[src/rtl/inv_mon_pkg.sv]
// inv_mon_pkg: shared types and helpers for the inverter edge monitor.
// Latency: n/a (package only).
// Backpressure: n/a.
// Contents: width FSM state enum, filter-counter width helper, saturating increment.
package inv_mon_pkg;

  typedef enum logic [1:0] {
    IDLE = 2'd0,
    MEAS = 2'd1,
    DONE = 2'd2
  } wstate_t;

  // Width of the glitch-filter run counter; it must hold 0..FILTER_LEN.
  function automatic int fc_width(input int filter_len);
    return $clog2(filter_len + 1);
  endfunction

  // Increment v, holding at the all-ones value of a w-bit field.
  function automatic logic [31:0] sat_inc(input logic [31:0] v, input int unsigned w);
    logic [31:0] maxv;
    maxv = (w >= 32) ? 32'hFFFF_FFFF : ((32'd1 << w) - 32'd1);
    return (v >= maxv) ? maxv : (v + 32'd1);
  endfunction

endpackage

[src/rtl/inv_mon_sync.sv]
// inv_mon_sync: two-flop synchronizer for the asynchronous inverter output.
// Latency: 2 clk edges from i_d to o_q.
// Backpressure: none; free-running sampler.
// Ports: clk, rst_n (async active-low, clears both flops), i_d (async input), o_q (synchronized level).
module inv_mon_sync (
  input  logic clk,
  input  logic rst_n,
  input  logic i_d,
  output logic o_q
);

  logic r_s1;

  always_ff @(posedge clk or negedge rst_n) begin
    if (!rst_n) begin
      r_s1 <= 1'b0;
      o_q  <= 1'b0;
    end else begin
      r_s1 <= i_d;
      o_q  <= r_s1;
    end
  end

endmodule

[src/rtl/inv_edge_monitor.sv]
// inv_edge_monitor: deglitches the inverter output, counts edges, measures high-pulse width.
// Latency: in -> out_filt/edge pulse is 2+FILTER_LEN edges; width_valid one edge after the fall.
// Backpressure: none; all outputs are free-running status.
// Ports: clk, rst_n (async active-low), in (async raw level), clr (sync clear of counters/width/overflow);
//        out_filt, rise_pulse, fall_pulse, rise_cnt, fall_cnt, high_width, width_valid, overflow (sticky).
// Optional: define INV_MON_GLITCH_CNT_EN to add glitch_cnt (count of rejected runs).
module inv_edge_monitor
  import inv_mon_pkg::*;
#(
  parameter int FILTER_LEN = 3,
  parameter int CNT_W      = 8
) (
  input  logic             clk,
  input  logic             rst_n,
  input  logic             in,
  input  logic             clr,
  output logic             out_filt,
  output logic             rise_pulse,
  output logic             fall_pulse,
  output logic [CNT_W-1:0] rise_cnt,
  output logic [CNT_W-1:0] fall_cnt,
  output logic [CNT_W-1:0] high_width,
  output logic             width_valid,
`ifdef INV_MON_GLITCH_CNT_EN
  output logic [CNT_W-1:0] glitch_cnt,
`endif
  output logic             overflow
);

  localparam int              FC_W    = fc_width(FILTER_LEN);
  // Accepting on fc == FILTER_LEN-1 is the same as fc+1 == FILTER_LEN without widening.
  localparam logic [FC_W-1:0] FC_LAST = FC_W'(FILTER_LEN - 1);
  localparam logic [CNT_W-1:0] CNT_MAX = '1;

  logic             w_s;
  logic             w_differ;
  logic             w_accept;
  logic             w_rise;
  logic             w_fall;
  logic             w_ovf_cnt;
  logic             w_ovf_wacc;
  logic             w_ovf_glitch;
  logic [FC_W-1:0]  r_fc;
  logic [CNT_W-1:0] r_wacc;
  wstate_t          r_state;

  inv_mon_sync u_sync (
    .clk  (clk),
    .rst_n(rst_n),
    .i_d  (in),
    .o_q  (w_s)
  );

  assign w_differ = (w_s != out_filt);
  assign w_accept = w_differ && (r_fc == FC_LAST);
  assign w_rise   = w_accept && !out_filt;
  assign w_fall   = w_accept && out_filt;

  // Glitch filter: a level change is accepted only after FILTER_LEN consecutive differing samples.
  always_ff @(posedge clk or negedge rst_n) begin
    if (!rst_n) begin
      r_fc       <= '0;
      out_filt   <= 1'b0;
      rise_pulse <= 1'b0;
      fall_pulse <= 1'b0;
    end else begin
      rise_pulse <= w_rise;
      fall_pulse <= w_fall;
      if (w_accept) begin
        out_filt <= !out_filt;
        r_fc     <= '0;
      end else if (w_differ) begin
        r_fc <= r_fc + 1'b1;
      end else begin
        r_fc <= '0;
      end
    end
  end

  // Edge counters; clr takes priority so a coincident edge is dropped.
  always_ff @(posedge clk or negedge rst_n) begin
    if (!rst_n) begin
      rise_cnt <= '0;
      fall_cnt <= '0;
    end else if (clr) begin
      rise_cnt <= '0;
      fall_cnt <= '0;
    end else begin
      if (w_rise) rise_cnt <= CNT_W'(sat_inc(32'(rise_cnt), CNT_W));
      if (w_fall) fall_cnt <= CNT_W'(sat_inc(32'(fall_cnt), CNT_W));
    end
  end

  // Width FSM. The cycle out_filt rises loads wacc=1; each further high cycle adds one,
  // so at the fall wacc equals the number of cycles out_filt was high.
  always_ff @(posedge clk or negedge rst_n) begin
    if (!rst_n) begin
      r_state     <= IDLE;
      r_wacc      <= '0;
      high_width  <= '0;
      width_valid <= 1'b0;
    end else begin
      width_valid <= 1'b0;
      if (clr) high_width <= '0;
      case (r_state)
        IDLE: begin
          if (w_rise) begin
            r_state <= MEAS;
            r_wacc  <= CNT_W'(1);
          end
        end
        MEAS: begin
          if (clr)          r_wacc <= '0;
          else if (!w_fall) r_wacc <= CNT_W'(sat_inc(32'(r_wacc), CNT_W));
          if (w_fall) r_state <= DONE;
        end
        DONE: begin
          width_valid <= 1'b1;
          if (!clr) high_width <= r_wacc;
          // Back-to-back rise is only reachable with FILTER_LEN=1.
          if (w_rise) begin
            r_state <= MEAS;
            r_wacc  <= CNT_W'(1);
          end else begin
            r_state <= IDLE;
          end
        end
        default: r_state <= IDLE;
      endcase
    end
  end

  assign w_ovf_cnt  = (w_rise && (rise_cnt == CNT_MAX)) || (w_fall && (fall_cnt == CNT_MAX));
  assign w_ovf_wacc = (r_state == MEAS) && !w_fall && (r_wacc == CNT_MAX);

`ifdef INV_MON_GLITCH_CNT_EN
  logic w_reject;

  // A non-empty run of differing samples that ends before acceptance.
  assign w_reject     = !w_differ && (r_fc != '0);
  assign w_ovf_glitch = w_reject && (glitch_cnt == CNT_MAX);

  always_ff @(posedge clk or negedge rst_n) begin
    if (!rst_n) begin
      glitch_cnt <= '0;
    end else if (clr) begin
      glitch_cnt <= '0;
    end else if (w_reject) begin
      glitch_cnt <= CNT_W'(sat_inc(32'(glitch_cnt), CNT_W));
    end
  end
`else
  assign w_ovf_glitch = 1'b0;
`endif

  always_ff @(posedge clk or negedge rst_n) begin
    if (!rst_n) begin
      overflow <= 1'b0;
    end else if (clr) begin
      overflow <= 1'b0;
    end else if (w_ovf_cnt || w_ovf_wacc || w_ovf_glitch) begin
      overflow <= 1'b1;
    end
  end

endmodule

[config.mk]
export PLATFORM = sky130hd
export DESIGN_NAME = inv_edge_monitor
export DESIGN_NICKNAME = d
export VERILOG_FILES = /design/src/rtl/inv_mon_pkg.sv /design/src/rtl/inv_mon_sync.sv /design/src/rtl/inv_edge_monitor.sv
export SDC_FILE = /design/constraint.sdc
export NUM_CORES = 1
export LEC_CHECK = 0
export CORE_ASPECT_RATIO = 0.6
export CORE_MARGIN = 2
export CORE_UTILIZATION = 48
export DETAILED_ROUTE_END_ITERATION = 8
export PLACE_DENSITY = 0.76
export SLEW_MARGIN = 20
export SYNTH_ARGS = -nofsm -noshare
export SYNTH_HDL_FRONTEND = slang
export SYNTH_HIERARCHICAL = 1
export SYNTH_SLANG_ARGS = --single-unit
export TNS_END_PERCENT = 20
[constraint.sdc]
create_clock -name clk -period 1.4 [get_ports clk]
set_input_delay 0.21 -clock clk [delete_from_list [all_inputs] [get_ports clk]]
set_output_delay 0.21 -clock clk [all_outputs]
set_load 0.1 [all_outputs]
==> impl_metrics.xml, run 1 <==
<?xml version="1.0" encoding="UTF-8"?>
<metrics>
  <group name="setup_path">
    <metric name="critical_path.max_stage_delay" unit="ns">0.40</metric>
    <metric name="critPathCaptureType" unit="">flop</metric>
    <metric name="critical_path_arrival" unit="ns">1.74</metric>
    <metric name="ff2ff_setup_slack" unit="ns">-0.16</metric>
    <metric name="critPathKind" unit="">flop to flop</metric>
    <metric name="crit_path_start_kind" unit="">flop</metric>
    <metric name="req_time_crit_path" unit="ns">1.58</metric>
    <metric name="critical_path_fanouts_max" unit="">8</metric>
    <metric name="critPathSlowestCell" unit="">sky130_fd_sc_hd__or3_4</metric>
    <metric name="path_cells" unit="">inv_2 &gt; ha_4 &gt; nand3b_4 &gt; or3_4 &gt; mux2i_2 &gt; nor2_1</metric>
  </group>
  <group name="drt">
    <metric name="drt-wirelength-per-cell" unit="µm">17.2</metric>
    <metric name="detail_route.first_pass.iterations" unit="">4</metric>
    <metric name="detail_route.wirelength" unit="µm">5910</metric>
    <metric name="drcViolationCount" unit="">0</metric>
    <metric name="detail-route-antenna-nets" unit="">0</metric>
    <metric name="via_count" unit="">2014</metric>
    <metric name="via_per_inst" unit="">5.87</metric>
    <metric name="detailedRoute.firstIterationViolations" unit="">111</metric>
  </group>
  <group name="power">
    <metric name="internal_power" unit="W">0.00250</metric>
    <metric name="power_density" unit="mW/mm²">1180</metric>
    <metric name="net-switching-power" unit="W">0.00144</metric>
    <metric name="power.switching_fraction" unit="">0.365</metric>
    <metric name="total_leakage_power" unit="nW">1.41</metric>
    <metric name="share_comb_of_total_power" unit="">0.404</metric>
    <metric name="clockPowerShare" unit="">0.209</metric>
    <metric name="irDropWorstVdd" unit="V">0.00137</metric>
    <metric name="p_seq_frac" unit="">0.386</metric>
  </group>
  <group name="cts">
    <metric name="tritoncts" unit="">built</metric>
    <metric name="tritoncts_num_sinks" unit="">43</metric>
    <metric name="clk_pin_slew" unit="ns">0.08</metric>
    <metric name="htree_levels" unit="">2</metric>
    <metric name="clockRootBuffer" unit="">sky130_fd_sc_hd__clkbuf_8</metric>
    <metric name="worstSkewPairLatency" unit="ns">0.30</metric>
    <metric name="cts_buffers" unit="">5</metric>
    <metric name="clockBufferDepth" unit="">2</metric>
  </group>
  <group name="timing">
    <metric name="fin_ws" unit="ns">-0.161</metric>
    <metric name="max_slew_margin" unit="">0.789</metric>
    <metric name="unrepaired_setup_endpoints_after_global_routing" unit="">true</metric>
    <metric name="worst-slew-pin-transition" unit="ns">0.316</metric>
    <metric name="worst_clock_skew" unit="ns">0.00881</metric>
    <metric name="fmax" unit="MHz">641</metric>
    <metric name="period_share" unit="">1.11</metric>
    <metric name="timing.final.setup_violations" unit="">20</metric>
    <metric name="finalCriticalPeriod" unit="ns">1.56</metric>
    <metric name="final_max_slew_viol_count" unit="">0</metric>
    <metric name="worst_hold_slack" unit="ns">0.321</metric>
    <metric name="final-hold-violation-count" unit="">0</metric>
  </group>
  <group name="die">
    <metric name="die_area" unit="mm²">0.00486</metric>
    <metric name="coreArea" unit="mm²">0.00412</metric>
    <metric name="die_h" unit="µm">54.8</metric>
    <metric name="die_w" unit="µm">88.6</metric>
    <metric name="starting_density" unit="">0.501</metric>
    <metric name="io_pins" unit="">33</metric>
    <metric name="row_count" unit="">18</metric>
  </group>
  <group name="run_status">
    <metric name="status" unit="">finished, violations left</metric>
    <metric name="violations" unit="">negative setup slack</metric>
  </group>
  <group name="synth">
    <metric name="netlist.top_cell.by_area" unit="">sky130_fd_sc_hd__dfrtp_1</metric>
    <metric name="ys_dominant_reg_cell" unit="">sky130_fd_sc_hd__dfrtp_1</metric>
    <metric name="synth-edff-count" unit="">0</metric>
    <metric name="synth.area.top_cells" unit="">sky130_fd_sc_hd__dfrtp_1, sky130_fd_sc_hd__a21oi_1, sky130_fd_sc_hd__nand2_1, sky130_fd_sc_hd__nor2_1, sky130_fd_sc_hd__nand3_1</metric>
    <metric name="synth.top_cells.by_count" unit="">sky130_fd_sc_hd__dfrtp_1, sky130_fd_sc_hd__nand2_1, sky130_fd_sc_hd__a21oi_1, sky130_fd_sc_hd__nor2_1, sky130_fd_sc_hd__nand3_1</metric>
    <metric name="synthesis.nets" unit="">217</metric>
    <metric name="ys_seq_area_frac" unit="">0.522</metric>
    <metric name="synth_cell_types" unit="">43</metric>
    <metric name="synth.cell_area" unit="mm²">0.00206</metric>
    <metric name="asyncSetResetFlopFracSynth" unit="">1.00</metric>
    <metric name="post-synth-top-area-fraction" unit="">0.522</metric>
    <metric name="netlist_instances" unit="">209</metric>
    <metric name="synth_seq_cells" unit="">43</metric>
    <metric name="synthesis.area_per_instance" unit="µm²">9.87</metric>
    <metric name="yosys_warnings" unit="">6</metric>
    <metric name="yosys.cell_count.top_type" unit="">sky130_fd_sc_hd__dfrtp_1</metric>
  </group>
  <group name="layout">
    <metric name="final_design_area_no_fill" unit="mm²">0.00334</metric>
    <metric name="nFillCells" unit="">235</metric>
    <metric name="area_growth_syn_to_layout" unit="%">61.7</metric>
    <metric name="final_net_count" unit="">290</metric>
    <metric name="regArea" unit="mm²">0.00112</metric>
    <metric name="layout-drive-gt1-share" unit="">0.442</metric>
    <metric name="antenna_cells" unit="">0</metric>
    <metric name="multi_input_comb_area" unit="mm²">0.00106</metric>
  </group>
  <group name="grt">
    <metric name="first_global_vias" unit="">1923</metric>
    <metric name="grt-ovfl-total" unit="">0</metric>
    <metric name="antenna_found_initial" unit="">0</metric>
    <metric name="grt_start_max_net_pins" unit="">28</metric>
    <metric name="wire_length_of_the_first_global_routing_pass" unit="µm">9070</metric>
    <metric name="gr-usage-all-layers" unit="">0.255</metric>
  </group>
  <group name="place">
    <metric name="placed_area" unit="mm²">0.00305</metric>
    <metric name="finalWeightedCongestion" unit="">0.845</metric>
    <metric name="hpwl" unit="µm">3880</metric>
    <metric name="io_buffer_count" unit="">32</metric>
    <metric name="preCtsSetupSlack" unit="ns">-0.272</metric>
  </group>
  <group name="hold_path">
    <metric name="worst_hold_path_type" unit="">primary input to async pin</metric>
  </group>
  <group name="run">
    <metric name="maxCapViolCount" unit="">0</metric>
  </group>
</metrics>
==> state kept, by name, indices dropped and copies added (netlist names), 2 cells and up <==
name and cells:
r_state 2, fall_cnt 8, r_fc 2, rise_cnt 8, high_width 8, r_wacc 8
==> power by group through the flow <==
stage	Clock [W]	Sequential, W	Combinational, W
2_1_floorplan	0	0.00177	0.000481
3_3_place_gp	0	0.00151	0.00130
3_5_place_dp	0	0.00151	0.00133
4_1_cts	0.000831	0.00150	0.00141
5_1_grt	0.000894	0.00154	0.00170
6_report	0.000825	0.00152	0.00159
==> cells in the final DEF (no fill, tap or decap), drive strengths merged, types with 4 or more instances in the layout <==
cell    instances
clkbuf          7
dfrtp          43
nand2          25
o21ai           7
nand4           5
a21oi          23
nor2           20
nor3            6
nand2b          4
ha              4
and3            4
nand3          11
buf            69
mux2i           5
a31oi           7
inv             6
==> cell families after synthesis <==
kind of cell,synth area share
AND/OR/NAND/NOR,0.221
AO/OA/AOI/OAI,0.170
flip-flops,0.522
buffers and inverters,0.0291
multiplexers,0.0297
adder cells (fa/ha/maj),0.0243
XOR/XNOR,0.00425
==> worst paths after layout <==
| path | from | end | cells after the start |
|---|---|---|---|
| setup / recovery | r_fc[0]$_DFF_PN0_ | rise_cnt[5]$_DFFE_PN0P_ | 6 |
| hold / removal | rst_n | rise_cnt[1]$_DFFE_PN0P_ | 2 |
| hold reg to reg | u_sync/r_s1$_DFF_PN0_ | u_sync/o_q$_DFF_PN0_ | 0 |
| setup reg to reg | r_fc[0]$_DFF_PN0_ | rise_cnt[5]$_DFFE_PN0P_ | 6 |
| min in group clk | in | u_sync/r_s1$_DFF_PN0_ | 1 |
| max in group asynchronous | rst_n | fall_cnt[1]$_DFFE_PN0P_ | 3 |
==> area by class of cell <==
| type | count | area share |
|---|---|---|
| Sequential cell | 43 | 0.336 |
| Multi-Input combinational cell | 153 | 0.319 |
| Tap cell | 60 | 0.0225 |
| Clock inverter | 1 | 0.00150 |
| Clock buffer | 7 | 0.0259 |
| Inverter | 7 | 0.00862 |
| Timing Repair Buffer | 72 | 0.287 |
==> routing by layer <==
layer | vias to the layer above | global-route usage | wire, µm
li1 | 895 | - | -
met2 | 96 | 0.388 | 2790
met1 | 1001 | 0.350 | 2580
met3 | 22 | 0.0649 | 378
met5 | - | 0 | 0
met4 | 0 | 0.109 | 151
==> stage by stage <==
stage	instances	utilization	power, W	TNS, ns
floorplan	209	-	0.00225	-2.47
global route	343	0.810	0.00413	-3.11
global placement	329	0.741	0.00280	-2.48
detailed placement	329	0.741	0.00284	-4.35
finish	343	0.810	0.00394	-1.11
CTS	339	0.782	0.00374	-0.500
==> worst max-delay path: cells and delay by family (launching register included) <==
family | cells | cell delay [ns]
buf+inv | 1 | 0.08
flops | 1 | 0.39
fa+ha+maj | 1 | 0.16
mux | 1 | 0.21
simple gates | 3 | 0.61
==> what timing repair did <==
action | in CTS | in global routing
pin swaps | 5 | 7
hold buffers | 1 | 0
gates resized for setup | 13 | 16
gates cloned | 0 | 0
endpoints found under the setup margin | 26 | 26
buffers inserted | 1 | 4
hold endpoints to repair | 10 | 0
No activity file was read; power rests on OpenSTA's default activity.
==> inputs of run 2 (changes only) <==
- ABC_AREA: default -> 1
- PLACE_DENSITY: 0.76 -> 0.75
==> impl_metrics.xml, run 2 <==
<?xml version="1.0" encoding="UTF-8"?>
<metrics>
  <group name="run_status">
    <metric name="status" unit="">finished clean</metric>
  </group>
  <group name="timing">
    <metric name="worst-slew-pin-transition" unit="ns">0.404</metric>
    <metric name="final-hold-violation-count" unit="">0</metric>
    <metric name="unrepaired_setup_endpoints_after_global_routing" unit="">true</metric>
    <metric name="period_share" unit="">0.986</metric>
    <metric name="finalCriticalPeriod" unit="ns">1.38</metric>
    <metric name="worst_clock_skew" unit="ns">0.0115</metric>
    <metric name="max_slew_margin" unit="">0.730</metric>
    <metric name="fmax" unit="MHz">725</metric>
    <metric name="timing.final.setup_violations" unit="">0</metric>
    <metric name="setup-tns-final" unit="ns">0</metric>
    <metric name="final_max_slew_viol_count" unit="">0</metric>
  </group>
  <group name="synth">
    <metric name="synthesis.nets" unit="">284</metric>
    <metric name="ys_seq_area_frac" unit="">0.493</metric>
    <metric name="synthesis.area_per_instance" unit="µm²">7.90</metric>
    <metric name="netlist_instances" unit="">276</metric>
    <metric name="asyncSetResetFlopFracSynth" unit="">1.00</metric>
    <metric name="synth.area.top_cells" unit="">sky130_fd_sc_hd__dfrtp_1, sky130_fd_sc_hd__nand2_1, sky130_fd_sc_hd__o21ai_0, sky130_fd_sc_hd__inv_1, sky130_fd_sc_hd__nand3_1</metric>
    <metric name="synth.cell_area" unit="mm²">0.00218</metric>
    <metric name="post-synth-top-area-fraction" unit="">0.493</metric>
    <metric name="yosys.cell_count.top_type" unit="">sky130_fd_sc_hd__nand2_1</metric>
    <metric name="synth-edff-count" unit="">0</metric>
    <metric name="yosys_warnings" unit="">6</metric>
    <metric name="ys_dominant_reg_cell" unit="">sky130_fd_sc_hd__dfrtp_1</metric>
    <metric name="synth_seq_cells" unit="">43</metric>
    <metric name="synth.top_cells.by_count" unit="">sky130_fd_sc_hd__nand2_1, sky130_fd_sc_hd__dfrtp_1, sky130_fd_sc_hd__inv_1, sky130_fd_sc_hd__o21ai_0, sky130_fd_sc_hd__nand3_1</metric>
    <metric name="netlist.top_cell.by_area" unit="">sky130_fd_sc_hd__dfrtp_1</metric>
    <metric name="synth_cell_types" unit="">23</metric>
  </group>
  <group name="drt">
    <metric name="via_count" unit="">2038</metric>
    <metric name="drt-wirelength-per-cell" unit="µm">13.7</metric>
    <metric name="via_per_inst" unit="">5.12</metric>
    <metric name="detail_route.first_pass.iterations" unit="">5</metric>
    <metric name="detailedRoute.firstIterationViolations" unit="">114</metric>
    <metric name="detail-route-antenna-nets" unit="">0</metric>
    <metric name="drcViolationCount" unit="">0</metric>
    <metric name="detail_route.wirelength" unit="µm">5440</metric>
  </group>
  <group name="setup_path">
    <metric name="crit_cells" unit="">9</metric>
    <metric name="rr_startpoint" unit="">r_fc[0]$_DFF_PN0_</metric>
    <metric name="critPathCaptureType" unit="">flop</metric>
    <metric name="critical_path.max_stage_delay" unit="ns">0.41</metric>
    <metric name="crit_path_end" unit="">r_wacc[0]$_DFFE_PN0P_</metric>
    <metric name="critPathSlowestCell" unit="">sky130_fd_sc_hd__dfrtp_1</metric>
    <metric name="critPathKind" unit="">flop to flop</metric>
    <metric name="critical_path_arrival" unit="ns">1.59</metric>
    <metric name="timing.rr.end" unit="">r_wacc[0]$_DFFE_PN0P_</metric>
    <metric name="crit_path_start_kind" unit="">flop</metric>
    <metric name="critical_path_fanouts_max" unit="">7</metric>
    <metric name="req_time_crit_path" unit="ns">1.61</metric>
    <metric name="worst_r2r_path_depth" unit="">9</metric>
    <metric name="setup.worst_path.start" unit="">r_fc[0]$_DFF_PN0_</metric>
    <metric name="ff2ff_setup_slack" unit="ns">0.02</metric>
    <metric name="path_cells" unit="">inv_2 &gt; ha_4 &gt; nand3_4 &gt; o21ai_4 &gt; nand2_4 &gt; inv_2 &gt; nand2_1 &gt; nand2_1 &gt; inv_1</metric>
    <metric name="crit_family" unit="">flip-flops</metric>
    <metric name="cp_num_buf_inv" unit="">3</metric>
  </group>
  <group name="die">
    <metric name="starting_density" unit="">0.515</metric>
    <metric name="io_pins" unit="">33</metric>
    <metric name="coreArea" unit="mm²">0.00423</metric>
    <metric name="row_count" unit="">18</metric>
    <metric name="die_area" unit="mm²">0.00512</metric>
    <metric name="die_w" unit="µm">91.0</metric>
    <metric name="die_h" unit="µm">56.2</metric>
  </group>
  <group name="power">
    <metric name="net-switching-power" unit="W">0.00128</metric>
    <metric name="internal_power" unit="W">0.00218</metric>
    <metric name="p_seq_frac" unit="">0.429</metric>
    <metric name="power_density" unit="mW/mm²">1060</metric>
    <metric name="total_leakage_power" unit="nW">1.53</metric>
    <metric name="fin_total_pwr" unit="W">0.00347</metric>
    <metric name="share_comb_of_total_power" unit="">0.342</metric>
    <metric name="clockPowerShare" unit="">0.229</metric>
    <metric name="power.switching_fraction" unit="">0.370</metric>
    <metric name="irDropWorstVdd" unit="V">0.000648</metric>
  </group>
  <group name="place">
    <metric name="placed_area" unit="mm²">0.00307</metric>
    <metric name="hpwl" unit="µm">4080</metric>
    <metric name="io_buffer_count" unit="">32</metric>
    <metric name="finalWeightedCongestion" unit="">0.840</metric>
  </group>
  <group name="grt">
    <metric name="gr-usage-all-layers" unit="">0.231</metric>
    <metric name="wire_length_of_the_first_global_routing_pass" unit="µm">9380</metric>
    <metric name="grt_start_max_net_pins" unit="">28</metric>
    <metric name="antenna_found_initial" unit="">0</metric>
    <metric name="first_global_vias" unit="">2008</metric>
    <metric name="grt-ovfl-total" unit="">0</metric>
  </group>
  <group name="run">
    <metric name="maxCapViolCount" unit="">0</metric>
  </group>
  <group name="layout">
    <metric name="final_design_area_no_fill" unit="mm²">0.00326</metric>
    <metric name="final_common_cell" unit="">sky130_fd_sc_hd__nand2_1</metric>
    <metric name="nFillCells" unit="">291</metric>
    <metric name="antenna_cells" unit="">0</metric>
    <metric name="mostFrequentLayoutCells" unit="">sky130_fd_sc_hd__nand2_1, sky130_fd_sc_hd__inv_1, sky130_fd_sc_hd__o21ai_0, sky130_fd_sc_hd__buf_12, sky130_fd_sc_hd__dfrtp_1</metric>
    <metric name="final_net_count" unit="">345</metric>
    <metric name="layout-drive-gt1-share" unit="">0.331</metric>
    <metric name="area_growth_syn_to_layout" unit="%">49.5</metric>
  </group>
  <group name="cts">
    <metric name="cts_buffers" unit="">5</metric>
    <metric name="htree_levels" unit="">2</metric>
    <metric name="clockBufferDepth" unit="">2</metric>
    <metric name="tritoncts_num_sinks" unit="">43</metric>
    <metric name="clk_pin_slew" unit="ns">0.09</metric>
    <metric name="worstSkewPairLatency" unit="ns">0.31</metric>
    <metric name="clockRootBuffer" unit="">sky130_fd_sc_hd__clkbuf_8</metric>
    <metric name="tritoncts" unit="">built</metric>
  </group>
  <group name="hold_path">
    <metric name="worst_hold_path_type" unit="">primary input to flop</metric>
  </group>
</metrics>
==> run 2: changes by cell type after synthesis, sizes merged, moves of 4 or more <==
cell and change:
a21oi -13, inv +37, mux2i -5, nor2 +4, nand2b -4, o21ai +32
a31oi -7, and3 -4, nand2 +52, nand3 +14
==> run 2: stage by stage <==
stage	hold WS, ns	worst slack (ns)	std cells	utilization
2_1_floorplan	-0.0856	-0.0487	276	-
3_3_place_gp	0.155	-0.0142	384	0.725
3_5_place_dp	0.160	-0.135	384	0.725
4_1_cts	0.329	0.00372	394	0.753
5_1_grt	0.337	-0.0928	398	0.770
6_report	0.341	0.0201	398	0.770
==> run 2: worst reg2reg max path: stages, from the launching register on <==
cell,delay (ns)
sky130_fd_sc_hd__dfrtp_1,0.41
sky130_fd_sc_hd__inv_2,0.07
sky130_fd_sc_hd__ha_4,0.17
sky130_fd_sc_hd__nand3_4,0.14
sky130_fd_sc_hd__o21ai_4,0.20
sky130_fd_sc_hd__nand2_4,0.09
sky130_fd_sc_hd__inv_2,0.07
sky130_fd_sc_hd__nand2_1,0.04
sky130_fd_sc_hd__nand2_1,0.05
sky130_fd_sc_hd__inv_1,0.03
==> run 2: power groups by stage <==
stage	combinational (W)	clock (W)	sequential [W]
after floorplan	0.000446	0	0.00170
after detailed placement	0.00105	0	0.00149
after global placement	0.00102	0	0.00149
final	0.00119	0.000793	0.00149
after CTS	0.00108	0.000810	0.00148
after global routing	0.00129	0.000862	0.00150
==> run 2: cells by family after synthesis <==
kind of cell | after synthesis | synth area share
buffers and inverters | 45 | 0.0797
AND/OR/NAND/NOR | 133 | 0.279
adder cells (fa/ha/maj) | 4 | 0.0229
AO/OA/AOI/OAI | 51 | 0.125
flip-flops | 43 | 0.493
==> run 2: worst min-delay path by stage <==
| stage | startpoint | endpoint | slack [ns] | depth (start not counted) |
|---|---|---|---|---|
| 6_report | in | u_sync/r_s1$_DFF_PN0_ | 0.34 | 1 |
| 3_3_place_gp | rst_n | fall_cnt[0]$_DFFE_PN0P_ | 0.16 | 1 |
| 5_1_grt | in | u_sync/r_s1$_DFF_PN0_ | 0.34 | 1 |
| 2_1_floorplan | rst_n | fall_cnt[2]$_DFFE_PN0P_ | -0.09 | 0 |
| 3_5_place_dp | rst_n | fall_cnt[0]$_DFFE_PN0P_ | 0.16 | 1 |
| 4_1_cts | in | u_sync/r_s1$_DFF_PN0_ | 0.33 | 1 |
==> run 2: what timing repair did <==
item                       in CTS  in global routing
pin swaps                       1                  7
resized for setup               5                 20
hold endpoints to repair       16                  0
buffers inserted                1                  4
hold buffers                    1                  0
setup endpoints to repair      22                 25
==> run 2: cell type report <==
class                      count  area (µm²)  share of cell area
sequential                    43        1110               0.342
clock buffer                   6        72.6              0.0223
inverter                      43         164              0.0503
timing repair buffer          56         805               0.247
tap                           60        75.1              0.0230
multi-input combinational    188        1020               0.312
clock inverter                 2        12.5             0.00384
==> run 2: metal layers <==
metal / up-vias / wire [µm] / part of all wire / global-route usage
met1: 970 / 2610 / 0.48 / 0.319
met2: 51 / 2480 / 0.46 / 0.358
li1: 1010 / - / - / -
met3: 7 / 286 / 0.053 / 0.0786
met4: 0 / 64 / 0.012 / 0.0455
met5: - / 0 / 0 / 0
==> inputs of run 3 (changes only) <==
- CTS_BUF_LIST: default -> sky130_fd_sc_hd__clkbuf_16
==> impl_metrics.xml, run 3 (synthesized netlist as in run 2, its figures left out) <==
<?xml version="1.0" encoding="UTF-8"?>
<metrics>
  <group name="run_status">
    <metric name="status" unit="">finished clean</metric>
  </group>
  <group name="drt">
    <metric name="drt-wirelength-per-cell" unit="µm">13.9</metric>
    <metric name="detail-route-antenna-nets" unit="">0</metric>
    <metric name="detail_route.first_pass.iterations" unit="">4</metric>
    <metric name="via_per_inst" unit="">5.13</metric>
    <metric name="via_count" unit="">2041</metric>
    <metric name="detail_route.wirelength" unit="µm">5520</metric>
    <metric name="detailedRoute.firstIterationViolations" unit="">113</metric>
    <metric name="drcViolationCount" unit="">0</metric>
  </group>
  <group name="timing">
    <metric name="final-hold-violation-count" unit="">0</metric>
    <metric name="final_max_slew_viol_count" unit="">0</metric>
    <metric name="setup-tns-final" unit="ns">0</metric>
    <metric name="worst-slew-pin-transition" unit="ns">0.405</metric>
    <metric name="finalCriticalPeriod" unit="ns">1.37</metric>
    <metric name="timing.final.setup_violations" unit="">0</metric>
    <metric name="worst_clock_skew" unit="ns">0.00953</metric>
    <metric name="period_share" unit="">0.981</metric>
    <metric name="unrepaired_setup_endpoints_after_global_routing" unit="">true</metric>
    <metric name="worst_hold_slack" unit="ns">0.361</metric>
    <metric name="fmax" unit="MHz">728</metric>
    <metric name="max_slew_margin" unit="">0.730</metric>
  </group>
  <group name="hold_path">
    <metric name="worst_hold_path_type" unit="">flop to flop</metric>
  </group>
  <group name="layout">
    <metric name="final_design_area_no_fill" unit="mm²">0.00333</metric>
    <metric name="nFillCells" unit="">282</metric>
    <metric name="layout-drive-gt1-share" unit="">0.337</metric>
    <metric name="area_growth_syn_to_layout" unit="%">52.7</metric>
    <metric name="mostFrequentLayoutCells" unit="">sky130_fd_sc_hd__nand2_1, sky130_fd_sc_hd__inv_1, sky130_fd_sc_hd__buf_12</metric>
    <metric name="final_net_count" unit="">345</metric>
    <metric name="layout.cells.non_filler" unit="">398</metric>
    <metric name="final_common_cell" unit="">sky130_fd_sc_hd__nand2_1</metric>
    <metric name="antenna_cells" unit="">0</metric>
  </group>
  <group name="cts">
    <metric name="htree_levels" unit="">2</metric>
    <metric name="cts_buffers" unit="">5</metric>
    <metric name="clockBufferDepth" unit="">2</metric>
    <metric name="worstSkewPairLatency" unit="ns">0.28</metric>
    <metric name="clk_pin_slew" unit="ns">0.06</metric>
    <metric name="tritoncts" unit="">built</metric>
    <metric name="clockRootBuffer" unit="">sky130_fd_sc_hd__clkbuf_16</metric>
    <metric name="tritoncts_num_sinks" unit="">43</metric>
  </group>
  <group name="grt">
    <metric name="wire_length_of_the_first_global_routing_pass" unit="µm">9480</metric>
    <metric name="antenna_found_initial" unit="">0</metric>
    <metric name="grt_start_max_net_pins" unit="">28</metric>
    <metric name="grt-ovfl-total" unit="">0</metric>
    <metric name="first_global_vias" unit="">2022</metric>
    <metric name="gr-usage-all-layers" unit="">0.229</metric>
  </group>
  <group name="die">
    <metric name="die_h" unit="µm">56.2</metric>
    <metric name="die_area" unit="mm²">0.00512</metric>
    <metric name="starting_density" unit="">0.515</metric>
    <metric name="row_count" unit="">18</metric>
    <metric name="coreArea" unit="mm²">0.00423</metric>
    <metric name="io_pins" unit="">33</metric>
    <metric name="die_w" unit="µm">91.0</metric>
  </group>
  <group name="place">
    <metric name="dpl.cell_count" unit="">384</metric>
    <metric name="finalWeightedCongestion" unit="">0.840</metric>
    <metric name="hpwl" unit="µm">4080</metric>
    <metric name="placed_area" unit="mm²">0.00307</metric>
    <metric name="io_buffer_count" unit="">32</metric>
  </group>
  <group name="setup_path">
    <metric name="crit_path_start_kind" unit="">flop</metric>
    <metric name="req_time_crit_path" unit="ns">1.59</metric>
    <metric name="critical_path_arrival" unit="ns">1.56</metric>
    <metric name="critPathKind" unit="">flop to flop</metric>
    <metric name="critical_path_fanouts_max" unit="">7</metric>
    <metric name="critPathCaptureType" unit="">flop</metric>
  </group>
  <group name="power">
    <metric name="total_leakage_power" unit="nW">1.58</metric>
    <metric name="irDropWorstVdd" unit="V">0.000855</metric>
    <metric name="power_density" unit="mW/mm²">1150</metric>
    <metric name="fin_total_pwr" unit="W">0.00382</metric>
  </group>
  <group name="run">
    <metric name="maxCapViolCount" unit="">0</metric>
  </group>
</metrics>
[run 3: changes by cell type in the layout (fill, tap and decap cells not counted), sizes merged]
cell,before,now
inv,43,44
clkbuf,6,5
[run 3: layer usage]
metal / vias to the layer above / global-route usage / part of all wire
li1: 1006 / - / -
met3: 5 / 0.0542 / 0.047
met2: 49 / 0.363 / 0.47
met4: 0 / 0.0433 / 0.0045
met5: - / 0 / 0
met1: 981 / 0.324 / 0.48
[run 3: path summary, 6_finish.rpt]
path / from / to / slack (ns) / cells past startpoint
max: r_fc[0]$_DFF_PN0_ / r_wacc[0]$_DFFE_PN0P_ / 0.03 / 9
min: u_sync/r_s1$_DFF_PN0_ / u_sync/o_q$_DFF_PN0_ / 0.36 / 0
max reg2reg: r_fc[0]$_DFF_PN0_ / r_wacc[0]$_DFFE_PN0P_ / 0.03 / 9
min reg2reg: u_sync/r_s1$_DFF_PN0_ / u_sync/o_q$_DFF_PN0_ / 0.36 / 0
max in group asynchronous: rst_n / rise_cnt[3]$_DFFE_PN0P_ / 0.49 / 3
min in group asynchronous: rst_n / high_width[6]$_DFF_PN0_ / 0.40 / 2
[run 3: through the flow]
stage	setup slack [ns]	util
finish	0.0267	0.786
global route	-0.0714	0.786
CTS	0.00624	0.766
detailed placement	-0.135	0.725
global placement	-0.0142	0.725
floorplan	-0.0487	-
[run 3: repair_timing]
| action | 4_1_cts | 5_1_grt |
|---|---|---|
| hold endpoints to repair | 16 | 0 |
| endpoints found under the setup margin | 21 | 25 |
| pin swaps | 1 | 6 |
| setup buffers | 1 | 4 |
| hold buffers | 1 | 0 |
| gates resized for setup | 5 | 25 |
[run 3: layout make-up]
class | count | area [µm²] | area share
Clock buffer | 5 | 125 | 0.0376
Timing Repair Buffer | 56 | 805 | 0.242
Sequential cell | 43 | 1110 | 0.335
Tap cell | 60 | 75.1 | 0.0225
Clock inverter | 3 | 16.3 | 0.00489
Multi-Input combinational cell | 188 | 1030 | 0.309
Inverter | 43 | 166 | 0.0500
[run 3: power breakdown]
group          leakage, nW  total [W]  internal [W]  switching (W)
clock network       0.0710    0.00112      0.000651       0.000470
logic                0.949    0.00121      0.000468       0.000737
registers            0.557    0.00149       0.00137       0.000122
total                 1.58    0.00382       0.00249        0.00133
[run 3: critical path, stage by stage, from the launching register on]
cell	delay [ns]
sky130_fd_sc_hd__dfrtp_1	0.41
sky130_fd_sc_hd__inv_2	0.07
sky130_fd_sc_hd__ha_4	0.17
sky130_fd_sc_hd__nand3_4	0.14
sky130_fd_sc_hd__o21ai_4	0.20
sky130_fd_sc_hd__nand2_4	0.10
sky130_fd_sc_hd__inv_4	0.07
sky130_fd_sc_hd__nand2_2	0.04
sky130_fd_sc_hd__nand2_1	0.05
sky130_fd_sc_hd__inv_1	0.03
